## src/rtl/harmonic_scheduler.sv

```systemverilog
// Additive-synthesis sequencer: per sample, advances each harmonic's phase in RAM, feeds the sine LUT and scaling adder, emits one rounded DAC sample.
// Optional OVERRUN_DETECT_EN: ticks arriving mid-sample are ignored and counted instead of restarting the sequence.
module harmonic_scheduler #(
    parameter int SAMPLE_INTERVAL = 1500,
    parameter int SAMPLE_RATE     = 48000,
    parameter int NUM_HARMONICS   = 8,
    parameter int LUT_SHIFT       = 5,
    parameter int SCALE_STEP      = 20
) (
    input  logic        clock,
    input  logic        rstn,
    input  logic [15:0] frequency,
    output logic [7:0]  sp_addr,
    output logic        sp_write,
    output logic [15:0] sp_writedata,
    input  logic [15:0] sp_readdata,
    output logic [10:0] lut_addr,
    output logic        adder_start,
    output logic        adder_clear,
    output logic [6:0]  adder_mult,
    input  logic        adder_ready,
    input  logic [31:0] adder_total,
    output logic [15:0] sample_out,
    output logic        sample_valid,
    output logic        busy
`ifdef OVERRUN_DETECT_EN
    ,
    output logic        overrun,
    output logic [7:0]  overrun_count
`endif
);

    // state    | meaning
    // IDLE     | waiting for tick        READ  | RAM address out   CALC   | phase advance
    // WRITE    | RAM write + LUT addr    WAIT_ADD | LUT latency, adder handshake   FINISH | round result
    typedef enum logic [2:0] {IDLE, READ, CALC, WRITE, WAIT_ADD, FINISH} state_t;

    localparam int            TW     = (SAMPLE_INTERVAL > 1) ? $clog2(SAMPLE_INTERVAL) : 1;
    localparam logic [TW-1:0] T_LAST = TW'(SAMPLE_INTERVAL - 1);
    localparam logic [16:0]   RATE   = 17'(SAMPLE_RATE);
    localparam logic [15:0]   F_MAX  = 16'(SAMPLE_RATE - 1);
    localparam logic [7:0]    H_LAST = 8'(NUM_HARMONICS - 1);
    localparam logic [7:0]    STEP   = 8'(SCALE_STEP);

    state_t        state;
    state_t        state_nxt;
    logic [TW-1:0] timer;
    logic          tick;
    logic          restart;
    logic          armed;
    logic          fin_fire;
    logic [7:0]    harmonic;
    logic [15:0]   freq_inc;
    logic [15:0]   f_lat;
    logic [15:0]   pos;
    logic [15:0]   freq_clamp;
    logic [16:0]   pos_sum;
    logic [15:0]   pos_calc;
    logic [16:0]   step_sum;
    logic [15:0]   step_calc;

    assign tick = (timer == T_LAST);

`ifdef OVERRUN_DETECT_EN
    assign restart = tick && (state == IDLE);
`else
    assign restart = tick;
`endif

    assign freq_clamp = ({1'b0, frequency} >= RATE) ? F_MAX : frequency;
    assign pos_sum    = {1'b0, sp_readdata} + {1'b0, freq_inc};
    assign pos_calc   = (pos_sum >= RATE) ? 16'(pos_sum - RATE) : pos_sum[15:0];
    assign step_sum   = {1'b0, freq_inc} + {1'b0, f_lat};
    assign step_calc  = (step_sum >= RATE) ? 16'(step_sum - RATE) : step_sum[15:0];
    assign fin_fire   = (state == FINISH) && armed && adder_ready;

    assign sp_addr      = harmonic;
    assign sp_writedata = pos;
    assign busy         = (state != IDLE);

    always_ff @(posedge clock or negedge rstn) begin
        if (!rstn) state <= IDLE;
        else       state <= state_nxt;
    end

    always_comb begin
        state_nxt   = state;
        sp_write    = 1'b0;
        adder_start = 1'b0;
        adder_clear = 1'b0;
        if (restart) begin
            state_nxt   = READ;
            adder_clear = 1'b1;
        end else begin
            case (state)
                IDLE:  state_nxt = IDLE;
                READ:  state_nxt = CALC;
                CALC:  state_nxt = WRITE;
                WRITE: begin
                    sp_write  = 1'b1;
                    state_nxt = WAIT_ADD;
                end
                WAIT_ADD: begin
                    if (armed && adder_ready) begin
                        adder_start = 1'b1;
                        state_nxt   = (harmonic == H_LAST) ? FINISH : READ;
                    end
                end
                FINISH: if (fin_fire) state_nxt = IDLE;
                default: state_nxt = IDLE;
            endcase
        end
    end

    // armed goes high after the first cycle spent in WAIT_ADD/FINISH, covering LUT latency
    always_ff @(posedge clock or negedge rstn) begin
        if (!rstn) begin
            timer        <= '0;
            harmonic     <= '0;
            freq_inc     <= '0;
            f_lat        <= '0;
            pos          <= '0;
            lut_addr     <= '0;
            adder_mult   <= 7'd127;
            armed        <= 1'b0;
            sample_out   <= '0;
            sample_valid <= 1'b0;
        end else begin
            timer        <= tick ? '0 : timer + TW'(1);
            armed        <= (state_nxt == state) && ((state == WAIT_ADD) || (state == FINISH));
            sample_valid <= 1'b0;
            if (restart) begin
                harmonic   <= '0;
                freq_inc   <= freq_clamp;
                f_lat      <= freq_clamp;
                adder_mult <= 7'd127;
            end else begin
                if (state == CALC) begin
                    pos      <= pos_calc;
                    lut_addr <= 11'(pos_calc >> LUT_SHIFT);
                end
                if (adder_start) begin
                    adder_mult <= ({1'b0, adder_mult} > STEP) ? 7'({1'b0, adder_mult} - STEP) : 7'd0;
                    freq_inc   <= step_calc;
                    harmonic   <= harmonic + 8'd1;
                end
                if (fin_fire) begin
                    sample_out   <= 16'((adder_total + 32'h0001_FFFF) >> 2);
                    sample_valid <= 1'b1;
                end
            end
        end
    end

`ifdef OVERRUN_DETECT_EN
    always_ff @(posedge clock or negedge rstn) begin
        if (!rstn) begin
            overrun       <= 1'b0;
            overrun_count <= '0;
        end else if (tick && (state != IDLE)) begin
            overrun <= 1'b1;
            if (overrun_count != 8'hFF) overrun_count <= overrun_count + 8'd1;
        end
    end
`endif

endmodule

```

## config.mk

```make
export PLATFORM = sky130hd
export DESIGN_NAME = harmonic_scheduler
export DESIGN_NICKNAME = d
export VERILOG_FILES = /design/src/rtl/harmonic_scheduler.sv
export SDC_FILE = /design/constraint.sdc
export NUM_CORES = 1
export LEC_CHECK = 0
export ABC_AREA = 1
export CAP_MARGIN = 20
export CORE_AREA = 3 3 115 117
export DETAILED_ROUTE_END_ITERATION = 8
export DIE_AREA = 0 0 118 120
export GPL_ROUTABILITY_DRIVEN = 0
export HOLD_SLACK_MARGIN = 0.08
export PLACE_DENSITY = 0.95
export SYNTH_ARGS = -nofsm -noshare
export SYNTH_HDL_FRONTEND = slang
export SYNTH_SLANG_ARGS = --single-unit
export TNS_END_PERCENT = 100
```

## constraint.sdc

```tcl
create_clock -name clock -period 5.95 [get_ports clock]
set_clock_uncertainty 0.15 [all_clocks]
set_input_delay 0.595 -clock clock [delete_from_list [all_inputs] [get_ports clock]]
set_output_delay 0.595 -clock clock [all_outputs]
set_load 0.01 [all_outputs]
```

==> results of run 1 <==
## cells in the final DEF (no fill, tap or decap), types with 2 or more instances in the layout
master,count
a21oi_1,48
a21oi_2,2
a22oi_1,4
a31oi_1,21
a32oi_1,2
and2_1,3
and3_1,3
buf_4,5
bufinv_16,2
clkbuf_16,9
clkdlybuf4s50_1,114
clkinv_1,2
dfrtp_1,88
dfstp_2,6
fa_1,2
ha_1,39
inv_1,143
inv_2,2
inv_6,2
nand2_1,346
nand2_2,13
nand3_1,83
nand3_2,6
nand3_4,2
nand3b_1,4
nand4_1,18
nor2_1,88
nor2_2,8
nor2_4,2
nor3_1,19
nor3b_1,2
nor4_1,2
o211ai_1,2
o21ai_0,25
o21ai_1,4
or2_2,2
xnor2_1,6
xor2_1,12
## final timing paths
| kind | to | slack [ns] | cells after the start |
|---|---|---|---|
| worst max register to register | freq_inc[0] | 2.39 | 9 |
| worst min register to register | timer[0] | 0.32 | 1 |
| worst max-delay path | adder_start | 2.14 | 6 |
| max in group asynchronous | freq_inc[4] | 3.92 | 3 |
| min in group asynchronous | lut_addr[0] | 0.55 | 2 |
| worst min-delay path | timer[0] | 0.32 | 1 |
## report_power, final
part	switching, mW	internal (mW)	total, mW
combinational	0.375	0.265	0.640
sequential	0.0321	0.674	0.707
clock	0.268	0.374	0.642
total	0.676	1.31	1.99
## state kept, by name, indices dropped and copies added (netlist names), 3 cells and up
signal,count
adder_mult,6
sp_addr,8
sample_out,16
f_lat,16
freq_inc,16
state,3
sp_writedata,5
lut_addr,11
timer,11
## cells by family after synthesis
group           after synthesis  share of synthesized area
simple gates                604                      0.376
buf+inv                     174                      0.101
xor+xnor                     19                     0.0247
compound gates              112                     0.0893
fa+ha+maj                    41                     0.0749
flops                        94                      0.335
## layer usage
metal,GRT usage,vias up
met1,0.351,3380
met5,0,-
met3,0.0575,57
met4,0.110,0
met2,0.460,362
li1,-,3560
## per-stage QoR
stage	setup WS, ns	utilization	area, µm²
after floorplan	3.16	-	7050
after global placement	2.45	0.665	8280
after detailed placement	2.33	0.665	8280
final	2.14	0.693	8640
after global routing	2.07	0.693	8640
after CTS	2.15	0.692	8620
## synth_stat cells, types with 13 or more instances
cell | number | share of area
dfrtp_1 | 88 | 0.31
ha_1 | 39 | 0.069
nand2_2 | 13 | 0.012
nand3_1 | 83 | 0.059
o21ai_0 | 25 | 0.018
nand4_1 | 18 | 0.016
nand2_1 | 346 | 0.18
nor2_1 | 88 | 0.047
a21oi_1 | 48 | 0.034
inv_1 | 143 | 0.076
a31oi_1 | 21 | 0.019
nor3_1 | 19 | 0.013
## layout make-up
type                    instances  area share
clock buffers                   9      0.0261
multi-input cells             776       0.461
repair buffers                121       0.139
clock inverters                 7      0.0117
well taps                     172      0.0249
flip-flops and latches         94       0.273
inverters                     147      0.0639
## repair_timing
item	4_1_cts	5_1_grt
hold buffers	1	0
setup endpoints to repair	0	0
endpoints found under the hold margin	22	0
==> flow_summary.yaml, run 1 <==
logic_synthesis:
  synthArstFlopShare: 1.00
  synth_edf_count: 0
  synth_seq_area_share: 0.335
  synth_cell_types: 46
  synthesis.area_um2: 7050
  synth_ff_type: "dfrtp_1"
  yosysWarnings: 0
  syn_nets: 1152
  syn-mean-instance-area_um2: 6.75
  ys_seq_elements: 94
  netlist_instances: 1044
routing:
  drt_iter0_drc: 767
  wl_met2_um: 9300
  drtPass1Iterations: 5
  met1_length_um: 8050
  drc_errors: 0
  wl_met3_um: 1700
  top_layer: "met4"
  viasPerCell: 5.55
  routed_wl_um: 19700
  vias: 7359
  wire_per_inst_um: 14.8
  ant_nets: 0
place:
  dp.cells: 1308
  dpl.hpwl_um: 14500
  port_buffers: 115
finish:
  seqCellArea_um2: 2360
  nNetsFinal: 1257
  diodes: 0
  multi_input_area_um2: 3980
  stdcell_count: 1326
  fill_cells: 1000
  drive_gt1_frac: 0.0598
  areaGrowthSynthToFinish_pct: 22.5
power:
  vdd_drop_max_uv: 150
  p_leak_nw: 4.46
  p_total_mw: 1.99
  cellPowerDensity_nw_per_um2: 230
worst_setup_path:
  crit_path_cell_trace: "nor4_1, nand3_1, inv_1, nor2_1, buf_4, clkdlybuf4s50_1"
  cp-startpoint: "timer[5]"
  crit_path_start_kind: "flop"
  cp_max_fo: 13
  endpoint_kind: "output port"
  crit_type: "reg2out"
  cp.required_ns: 5.20
  max_stage_delay_ns: 0.56
  cp_slowest_cell: "nand3_1"
  arrival_ns: 3.07
  cp_top_family: "buffers and inverters"
  r2r-start: "timer[0]"
  crit_buf_inv: 3
timing:
  period_needed_ns: 3.81
  relSlewSlack: 0.358
  setup_violations: 0
  max_freq_ghz: 0.262
  hold_slack_ns: 0.324
  rsz0062_at_grt: "false"
  maxSlewViolCount: 0
  worstMarginPinSlew_ns: 0.961
  finalHoldViolations: 0
  fin_crit_sh: 0.641
  tns_ns: 0
global_route:
  grt_pass1_wl_um: 32000
  grt_pass1_vias: 6854
  grt_max_degree: 69
  grt-ovfl-total: 0
  antenna_found_initial: 0
  gr-usage-all-layers: 0.275
clocking:
  clockRootBuffer: "clkbuf_16"
  cts-resized-gates: 0
  clock_latency_ns: 0.35
  numClockSinks: 94
  cts_max_path_buffers: 2
  postCtsSetupBuffers: 0
  clk_pin_slew_worst_paths_ns: 0.07
  cts_max_level: 3
  cts_buffers: 9
  tritoncts: "yes"
floorplanning:
  io_pins: 130
  core-area_um2: 12500
  initial_utilization: 0.565
  die_x_um: 118
  fp.dieH_um: 120
  die_area_um2: 14200
  rows: 41
min_path:
  timing.hold.worst.class: "reg2reg"
  holdCritStartpoint: "timer[0]"
outcome:
  status: "completed"
flow_run:
  drv_cap: 0
No activity file was read; power rests on OpenSTA's default activity.
==> inputs of run 2 (changes only) <==
--- a/config.mk
+++ b/config.mk
@@ -7,12 +7,12 @@
 export LEC_CHECK = 0
 export ABC_AREA = 1
 export CAP_MARGIN = 20
-export CORE_AREA = 3 3 115 117
+export CORE_AREA = 3 3 124 126
 export DETAILED_ROUTE_END_ITERATION = 8
-export DIE_AREA = 0 0 118 120
+export DIE_AREA = 0 0 127 129
 export GPL_ROUTABILITY_DRIVEN = 0
 export HOLD_SLACK_MARGIN = 0.08
-export PLACE_DENSITY = 0.95
+export PLACE_DENSITY = 0.9
 export SYNTH_ARGS = -nofsm -noshare
 export SYNTH_HDL_FRONTEND = slang
 export SYNTH_SLANG_ARGS = --single-unit
==> constraint.sdc (replaced) <==
create_clock -name clock -period 3.5 [get_ports clock]
set_clock_uncertainty 0.15 [all_clocks]
set_input_delay 0.35 -clock clock [delete_from_list [all_inputs] [get_ports clock]]
set_output_delay 0.35 -clock clock [all_outputs]
set_load 0.01 [all_outputs]
==> run 2 against run 1 <==
Effect of this change:
- sequential power rose by 70%
- power rose by 63%
- non-clock buffer count rose by 4
- critical endpoint is now freq_inc[14]
==> flow_summary.yaml, run 2 (synthesis results as in run 1) <==
power:
  p_leak_nw: 4.46
  vdd_drop_max_uv: 270
  cellPowerDensity_nw_per_um2: 376
  p_total_mw: 3.24
place:
  dpl.hpwl_um: 14500
  port_buffers: 115
  dp.cells: 1325
timing:
  fin_crit_sh: 0.922
  finalHoldViolations: 0
  period_needed_ns: 3.23
  rsz0062_at_grt: "false"
  tns_ns: 0
  hold_slack_ns: 0.320
  setup_violations: 0
  max_freq_ghz: 0.310
  worstMarginPinSlew_ns: 0.806
  maxSlewViolCount: 0
  relSlewSlack: 0.462
worst_setup_path:
  arrival_ns: 3.35
  crit_buf_inv: 0
  cp-startpoint: "freq_inc[0]"
  cp.required_ns: 3.62
  r2r-start: "freq_inc[0]"
  crit_path_cell_trace: "ha_1, fa_1, nand3_1, nand2_1, nand2_1, nand3_1, nand2_1, nand2_1, ha_1, nand3_1, nand2_2, nand3_1, nand2_2, nand2_4, nand3_4, nand2_1, nand3_1, a21oi_1"
  endpoint_kind: "flop"
  crit_type: "reg2reg"
  cp_top_family: "simple AND/OR/NAND/NOR gates"
  cp_max_fo: 12
  max_stage_delay_ns: 0.48
  crit_path_start_kind: "flop"
  cp_slowest_cell: "fa_1"
clocking:
  cts_max_path_buffers: 2
  tritoncts: "yes"
  clk_pin_slew_worst_paths_ns: 0.07
  clockRootBuffer: "clkbuf_16"
  numClockSinks: 94
  clock_latency_ns: 0.36
  cts-resized-gates: 0
  cts_max_level: 3
  cts_buffers: 9
finish:
  final_cell_mix: "nand2_1, inv_1, clkdlybuf4s50_1"
  final_common_cell: "nand2_1"
  stdcell_count: 1342
  largestRegisters: "f_lat (16), freq_inc (16), sample_out (16)"
  fill_cells: 1259
  drive_gt1_frac: 0.0630
  nNetsFinal: 1261
  areaGrowthSynthToFinish_pct: 22.5
  diodes: 0
routing:
  ant_nets: 0
  drc_errors: 0
  vias: 7157
  routed_wl_um: 18900
  viasPerCell: 5.33
  drtPass1Iterations: 5
  drt_iter0_drc: 594
  wire_per_inst_um: 14.1
global_route:
  grt_max_degree: 56
  grt_pass1_vias: 6776
  grt_pass1_wl_um: 31400
  grt-ovfl-total: 0
  antenna_found_initial: 0
  gr-usage-all-layers: 0.232
outcome:
  status: "completed"
min_path:
  holdCritStartpoint: "sp_writedata[1]"
  timing.hold.worst.class: "reg2reg"
floorplanning:
  rows: 44
  die_x_um: 127
  die_area_um2: 16400
  initial_utilization: 0.489
  fp.dieH_um: 129
  io_pins: 130
  core-area_um2: 14400
flow_run:
  drv_cap: 0
==> run 2: area by class of cell <==
type	instances	area (µm²)	share of cell area
well taps	184	230	0.0267
repair buffers	125	1230	0.142
flip-flops and latches	94	2360	0.273
inverters	147	552	0.0639
clock inverters	7	60.1	0.00696
multi-input cells	776	3980	0.461
clock buffers	9	225	0.0261
==> run 2: where the power goes <==
part | internal [mW] | total (mW) | switching (mW)
Sequential | 1.15 | 1.20 | 0.0549
Combinational | 0.451 | 1.07 | 0.621
Clock | 0.497 | 0.969 | 0.471
==> run 2: repair_timing <==
| action | 4_1_cts | 5_1_grt |
|---|---|---|
| hold buffers | 1 | 0 |
| setup buffers | 0 | 0 |
| endpoints found under the setup margin | 0 | 0 |
| endpoints found under the hold margin | 49 | 0 |
==> run 2: tightest hold or removal path, cell delays in order (launching register included) <==
cell and delay (ns):
dfrtp_1 0.34, nand2_1 0.05, nand2_1 0.05
==> run 2: worst paths after layout <==
kind,end,slack (ns),depth (start not counted)
min in group asynchronous,lut_addr[6],0.42,2
worst min register to register,sp_writedata[1],0.32,2
max in group asynchronous,adder_mult[3],1.96,3
worst max-delay path,freq_inc[14],0.27,18
worst max register to register,freq_inc[14],0.27,18
worst min-delay path,sp_writedata[1],0.32,2
==> run 2: through the flow <==
step	setup slack [ns]	utilization	instance area, µm²
after detailed placement	0.252	0.578	8340
final	0.271	0.598	8630
after CTS	0.333	0.598	8630
after global routing	0.0259	0.598	8630
after floorplan	0.712	-	7050
after global placement	0.300	0.578	8340
==> run 2: routing by layer <==
layer / vias up / global-route usage / wire [µm]
met1: 3268 / 0.301 / 7980
met3: 38 / 0.0473 / 1350
met2: 285 / 0.389 / 9130
met4: 0 / 0.0801 / 459
met5: - / 0 / 0
li1: 3566 / - / -
